`src/rtl/xif_commit_scheduler.sv`:
```
// xif_commit_scheduler: in-order queue of accepted XIF offloads, released to the FPU once committed.
// Killed heads are discarded; commits that arrive before their issue wait in an early-commit register.
module xif_commit_scheduler #(
    parameter int QUEUE_DEPTH = 4,
    parameter int X_ID_WIDTH  = 4,
    parameter int XLEN        = 32,
    parameter int X_NUM_RS    = 3
) (
    input  logic                         ck,
    input  logic                         rst,
    input  logic                         enable,
    input  logic                         in_valid,
    output logic                         in_ready,
    input  logic [X_ID_WIDTH-1:0]        in_id,
    input  logic [31:0]                  in_instr,
    input  logic [X_NUM_RS*XLEN-1:0]     in_rs,
    input  logic [1:0]                   in_mode,
    input  logic                         commit_valid,
    input  logic [X_ID_WIDTH-1:0]        commit_id,
    input  logic                         commit_kill,
    output logic                         disp_valid,
    input  logic                         disp_ready,
    output logic [X_ID_WIDTH-1:0]        disp_id,
    output logic [31:0]                  disp_instr,
    output logic [X_NUM_RS*XLEN-1:0]     disp_rs,
    output logic [1:0]                   disp_mode,
    output logic [$clog2(QUEUE_DEPTH):0] count,
    output logic                         early_pending,
    output logic                         kill_drop
);
    localparam int PW = $clog2(QUEUE_DEPTH);
    localparam int CW = PW + 1;
    localparam int RW = X_NUM_RS * XLEN;

    logic [QUEUE_DEPTH-1:0] v_q, c_q, k_q, hit;
    logic [X_ID_WIDTH-1:0]  id_q [QUEUE_DEPTH];
    logic [31:0]            instr_q [QUEUE_DEPTH];
    logic [RW-1:0]          rs_q [QUEUE_DEPTH];
    logic [1:0]             mode_q [QUEUE_DEPTH];
    logic [PW-1:0]          rd_q, rd_d, wr_q, wr_d;
    logic [CW-1:0]          cnt_q, cnt_d;
    logic [X_ID_WIDTH-1:0]  early_id_q, early_id_d;
    logic                   early_v_q, early_v_d, early_k_q, early_k_d, kill_drop_q;
    logic                   drop, pop, enq, seen, new_cm, early_hit, st_early;

    // Any valid entry with this ID claims the commit; an already-committed one swallows it.
    always_comb begin
        for (int i = 0; i < QUEUE_DEPTH; i++)
            hit[i] = commit_valid && v_q[i] && id_q[i] == commit_id;
    end

    assign in_ready   = enable && cnt_q < CW'(QUEUE_DEPTH);
    assign disp_valid = enable && v_q[rd_q] && c_q[rd_q] && !k_q[rd_q];
    assign drop       = enable && v_q[rd_q] && c_q[rd_q] && k_q[rd_q];
    assign pop        = drop || (disp_valid && disp_ready);
    assign enq        = in_valid && in_ready;
    assign seen       = |hit;
    assign new_cm     = commit_valid && !seen && in_id == commit_id;
    assign early_hit  = early_v_q && early_id_q == in_id;
    assign st_early   = commit_valid && !seen && !(enq && in_id == commit_id);
    assign rd_d       = pop ? rd_q + PW'(1) : rd_q;
    assign wr_d       = enq ? wr_q + PW'(1) : wr_q;
    assign cnt_d      = cnt_q + CW'(enq) - CW'(pop);
    assign early_v_d  = st_early || (early_v_q && !(enq && early_hit));
    assign early_id_d = st_early ? commit_id : early_id_q;
    assign early_k_d  = st_early ? commit_kill : early_k_q;

    assign disp_id       = id_q[rd_q];
    assign disp_instr    = instr_q[rd_q];
    assign disp_rs       = rs_q[rd_q];
    assign disp_mode     = mode_q[rd_q];
    assign count         = cnt_q;
    assign early_pending = early_v_q;
    assign kill_drop     = kill_drop_q;

    always_ff @(posedge ck or negedge rst) begin
        if (!rst) begin
            v_q         <= '0;
            c_q         <= '0;
            k_q         <= '0;
            rd_q        <= '0;
            wr_q        <= '0;
            cnt_q       <= '0;
            early_v_q   <= 1'b0;
            early_k_q   <= 1'b0;
            early_id_q  <= '0;
            kill_drop_q <= 1'b0;
            for (int i = 0; i < QUEUE_DEPTH; i++) begin
                id_q[i]    <= '0;
                instr_q[i] <= '0;
                rs_q[i]    <= '0;
                mode_q[i]  <= '0;
            end
        end else if (enable) begin
            rd_q        <= rd_d;
            wr_q        <= wr_d;
            cnt_q       <= cnt_d;
            early_v_q   <= early_v_d;
            early_id_q  <= early_id_d;
            early_k_q   <= early_k_d;
            kill_drop_q <= drop;
            for (int i = 0; i < QUEUE_DEPTH; i++)
                if (hit[i] && !c_q[i]) begin
                    c_q[i] <= 1'b1;
                    k_q[i] <= commit_kill;
                end
            if (pop)
                v_q[rd_q] <= 1'b0;
            if (enq) begin
                v_q[wr_q]     <= 1'b1;
                c_q[wr_q]     <= new_cm || early_hit;
                k_q[wr_q]     <= new_cm ? commit_kill : early_hit && early_k_q;
                id_q[wr_q]    <= in_id;
                instr_q[wr_q] <= in_instr;
                rs_q[wr_q]    <= in_rs;
                mode_q[wr_q]  <= in_mode;
            end
        end
    end
endmodule

```
`config.mk`:
```
export PLATFORM = sky130hd
export DESIGN_NAME = xif_commit_scheduler
export DESIGN_NICKNAME = d
export VERILOG_FILES = /design/src/rtl/xif_commit_scheduler.sv
export SDC_FILE = /design/constraint.sdc
export NUM_CORES = 1
export LEC_CHECK = 0
export CORE_ASPECT_RATIO = 2
export CORE_UTILIZATION = 60
export CTS_CLUSTER_SIZE = 14
export DETAILED_ROUTE_END_ITERATION = 12
export DONT_BUFFER_PORTS = 1
export GPL_ROUTABILITY_DRIVEN = 0
export HOLD_SLACK_MARGIN = 0.03
export PLACE_DENSITY = 0.74
export SYNTH_ARGS = -nofsm -noshare
export SYNTH_HDL_FRONTEND = slang
export SYNTH_SLANG_ARGS = --single-unit
export TNS_END_PERCENT = 30
```
`constraint.sdc`:
```
create_clock -name ck -period 5.09 [get_ports ck]
set_clock_uncertainty 0.05 [all_clocks]
set_input_delay 1.018 -clock ck [delete_from_list [all_inputs] [get_ports ck]]
set_output_delay 1.018 -clock ck [all_outputs]
set_load 0.03 [all_outputs]
```
==> flow_summary.ini <==
[clocking]
clk_pin_slew_ns = 0.06
clockBufferDepth = 3
clock_latency_ns = 0.58
ctsResizeCount = 0
post_cts.repair.setup_buffers = 0
cts_root_buffer = clkbuf_16
numCtsBuffers = 49
cts_tree = built
htreeDepth = 2
ctsHoldBuffers = 0
cts.sinks = 562

[die]
die_y_um = 289.4
die_area_um2 = 42170
num_rows = 105
start_util = 0.6066
core_um2 = 40860
design.portCount = 286
die_x_um = 145.7

[global_route]
grt_max_degree = 563
grt-ovfl-total = 0
grt_pass1_vias = 18912
grt_first_pass_wirelength_um = 103200
antenna_found_initial = 0
track_usage = 0.3154

[pwr]
pwr_density_cell_nw_per_um2 = 723.0
power_mw = 19.27
leakage_nw = 13.79
irDropWorstVdd_mv = 0.4168

[cells_and_area]
syn_to_final_growth_pct = 7.553
antenna_cells = 0
final_cell_mix = nand2_1 (1,613), dfrtp_1 (560), mux4_2 (135), clkbuf_16 (51), buf_4 (18)
layout-drive-gt1-share = 0.09636
final_util = 0.6524
final.fill_count = 3165
nets = 2679
final_common_cell = nand2_1

[sta]
fmax_ghz = 0.2494
rsz0062_at_grt = false
min_period_ns = 4.010
setup-tns-final_ns = 0
slew_violations = 344
setup_viol = 0
finalHoldViolCount = 0
hold_slack_ns = 0.1097
worst_pin_slew_ns = 2.389
period_share = 0.7878
relSlewSlack = -0.5928

[critical_path]
cp.required_ns = 4.02
cp.arrival_ns = 2.94
crit_chain = buf_12, mux4_2
critical_path.startpoint_type = register
end_kind = output port
setup.worst_path.class = register to output port
path_max_fanout = 82
crit_slowest_cell = dfrtp_4
cp_top_family = flip-flops
max_stage_delay_ns = 0.93
crit_buf_inv = 1

[run_status]
status = finished with violations
failed_checks = slew limit

[synthesis]
synth_cells = 2607
yosysSeqAreaShare = 0.5674
ys_seq_elements = 562
synth_area_um2 = 24780
ys.warnings.count = 0
yosysTopAreaCellShare = 0.5674
syn_area_per_cell_um2 = 9.507
yosysUniqueCellTypes = 43
yosys.area.top_type = dfrtp_1
syn-num-nets = 2763
synth_area_leaders = dfrtp_1 (57%), nand2_1 (24%), mux4_2 (12%)

[detailed_routing]
wl_per_cell_um = 21.15
drt_iter0_markers = 1332
via_per_inst = 5.849
num_vias = 18061
drt-total-wl_um = 65310
drt-pass1-iter-count = 9
drcViolationCount = 0
detail-route-antenna-nets = 0

[worst_hold_path]
holdCritPathClass = input port to async pin

[placed_design]
dp_hpwl_um = 38190
portBuffers = 0

[run]
max-cap-violations = 0
-- per-stage QoR --
step	instance area, um^2	std cells	setup WS, ns
after global routing	26660	3088	0.8812
after CTS	26660	3088	0.9511
after global placement	25140	3007	1.473
after detailed placement	25140	3007	1.361
after floorplan	24780	2607	1.725
final	26660	3088	1.080
-- cells by family (layout without fill, tap and decap cells) --
kind of cell	Yosys count	count (layout)	share of synthesized area
compound gates	48	48	0.01247
xor+xnor	19	19	0.006714
fa+ha+maj	11	11	0.005856
buf+inv	176	122	0.02832
flops	562	562	0.5674
mux	143	143	0.1263
simple gates	1648	1648	0.2529
-- sequential cells by signal (all words and copies together) (netlist names), 4 cells and up --
| register | flops |
|---|---|
| k_q | 4 |
| v_q | 4 |
| c_q | 4 |
| early_id_q | 4 |
| rs_q | 384 |
| instr_q | 128 |
| id_q | 16 |
| mode_q | 8 |
-- metal layers --
metal	global-route usage	wire length (um)
met3	0.06094	4925
met4	0.1474	2895
met1	0.3697	23440
met2	0.5597	34040
met5	0	0
-- Yosys cell counts, drive strengths merged --
library cell,number
a211oi,4
and2,2
and2b,1
xor2,9
mux2,7
mux2i,1
a21oi,12
and3,4
buf,42
xnor2,10
o211ai,3
o2bb2ai,1
o21a,1
mux4,135
inv,16
dfrtp,562
o2111ai,2
o21ai,13
nor3,2
nor4,4
nor2b,2
fa,1
a222oi,2
or4b,2
o221ai,1
ha,10
a21o,5
a311oi,1
nand4,2
o22ai,2
o211a,1
nand3,4
nand2,1617
clkbuf,118
nor2,5
or3,1
nand2b,2
-- final timing paths --
path                       startpoint         end  slack (ns)  cells after the start
min                               rst   rs_q[323]        0.11                      0
max in group asynchronous         rst   rs_q[245]        3.00                      0
max                           rd_q[0]  disp_rs[1]        1.08                      2
max reg2reg                   rd_q[0]    count[2]        1.70                     10
min reg2reg                  rs_q[70]    rs_q[70]        0.42                      2
min in group ck              rs_q[70]    rs_q[70]        0.42                      2
-- final cells by class --
type / instances / area (um^2) / area share
tap: 535 / 669.4 / 0.02511
inverter: 16 / 60.06 / 0.002253
multi-input combinational: 1869 / 10070 / 0.3777
clock buffer: 74 / 1443 / 0.05412
clock inverter: 7 / 68.82 / 0.002582
timing repair buffer: 25 / 275.3 / 0.01033
sequential: 562 / 14070 / 0.5279
-- power by group --
part	switching (mW)	internal, mW	total [mW]
clock network	1.62	1.99	3.61
logic	4.88	2.71	7.59
registers	1.43	6.64	8.08
-- worst register-to-register path, delay by kind of cell (launching register included) --
kind	cells	cell delay (ns)
adders and majority gates	3	0.87
xor gates and xnor gates	2	0.27
muxes	1	0.66
DFF	1	0.93
and+or+nand+nor	1	0.08
AOI/OAI and AO/OA	1	0.30
buffers and inverters	2	0.11
Power figures use the tool's default switching activity.
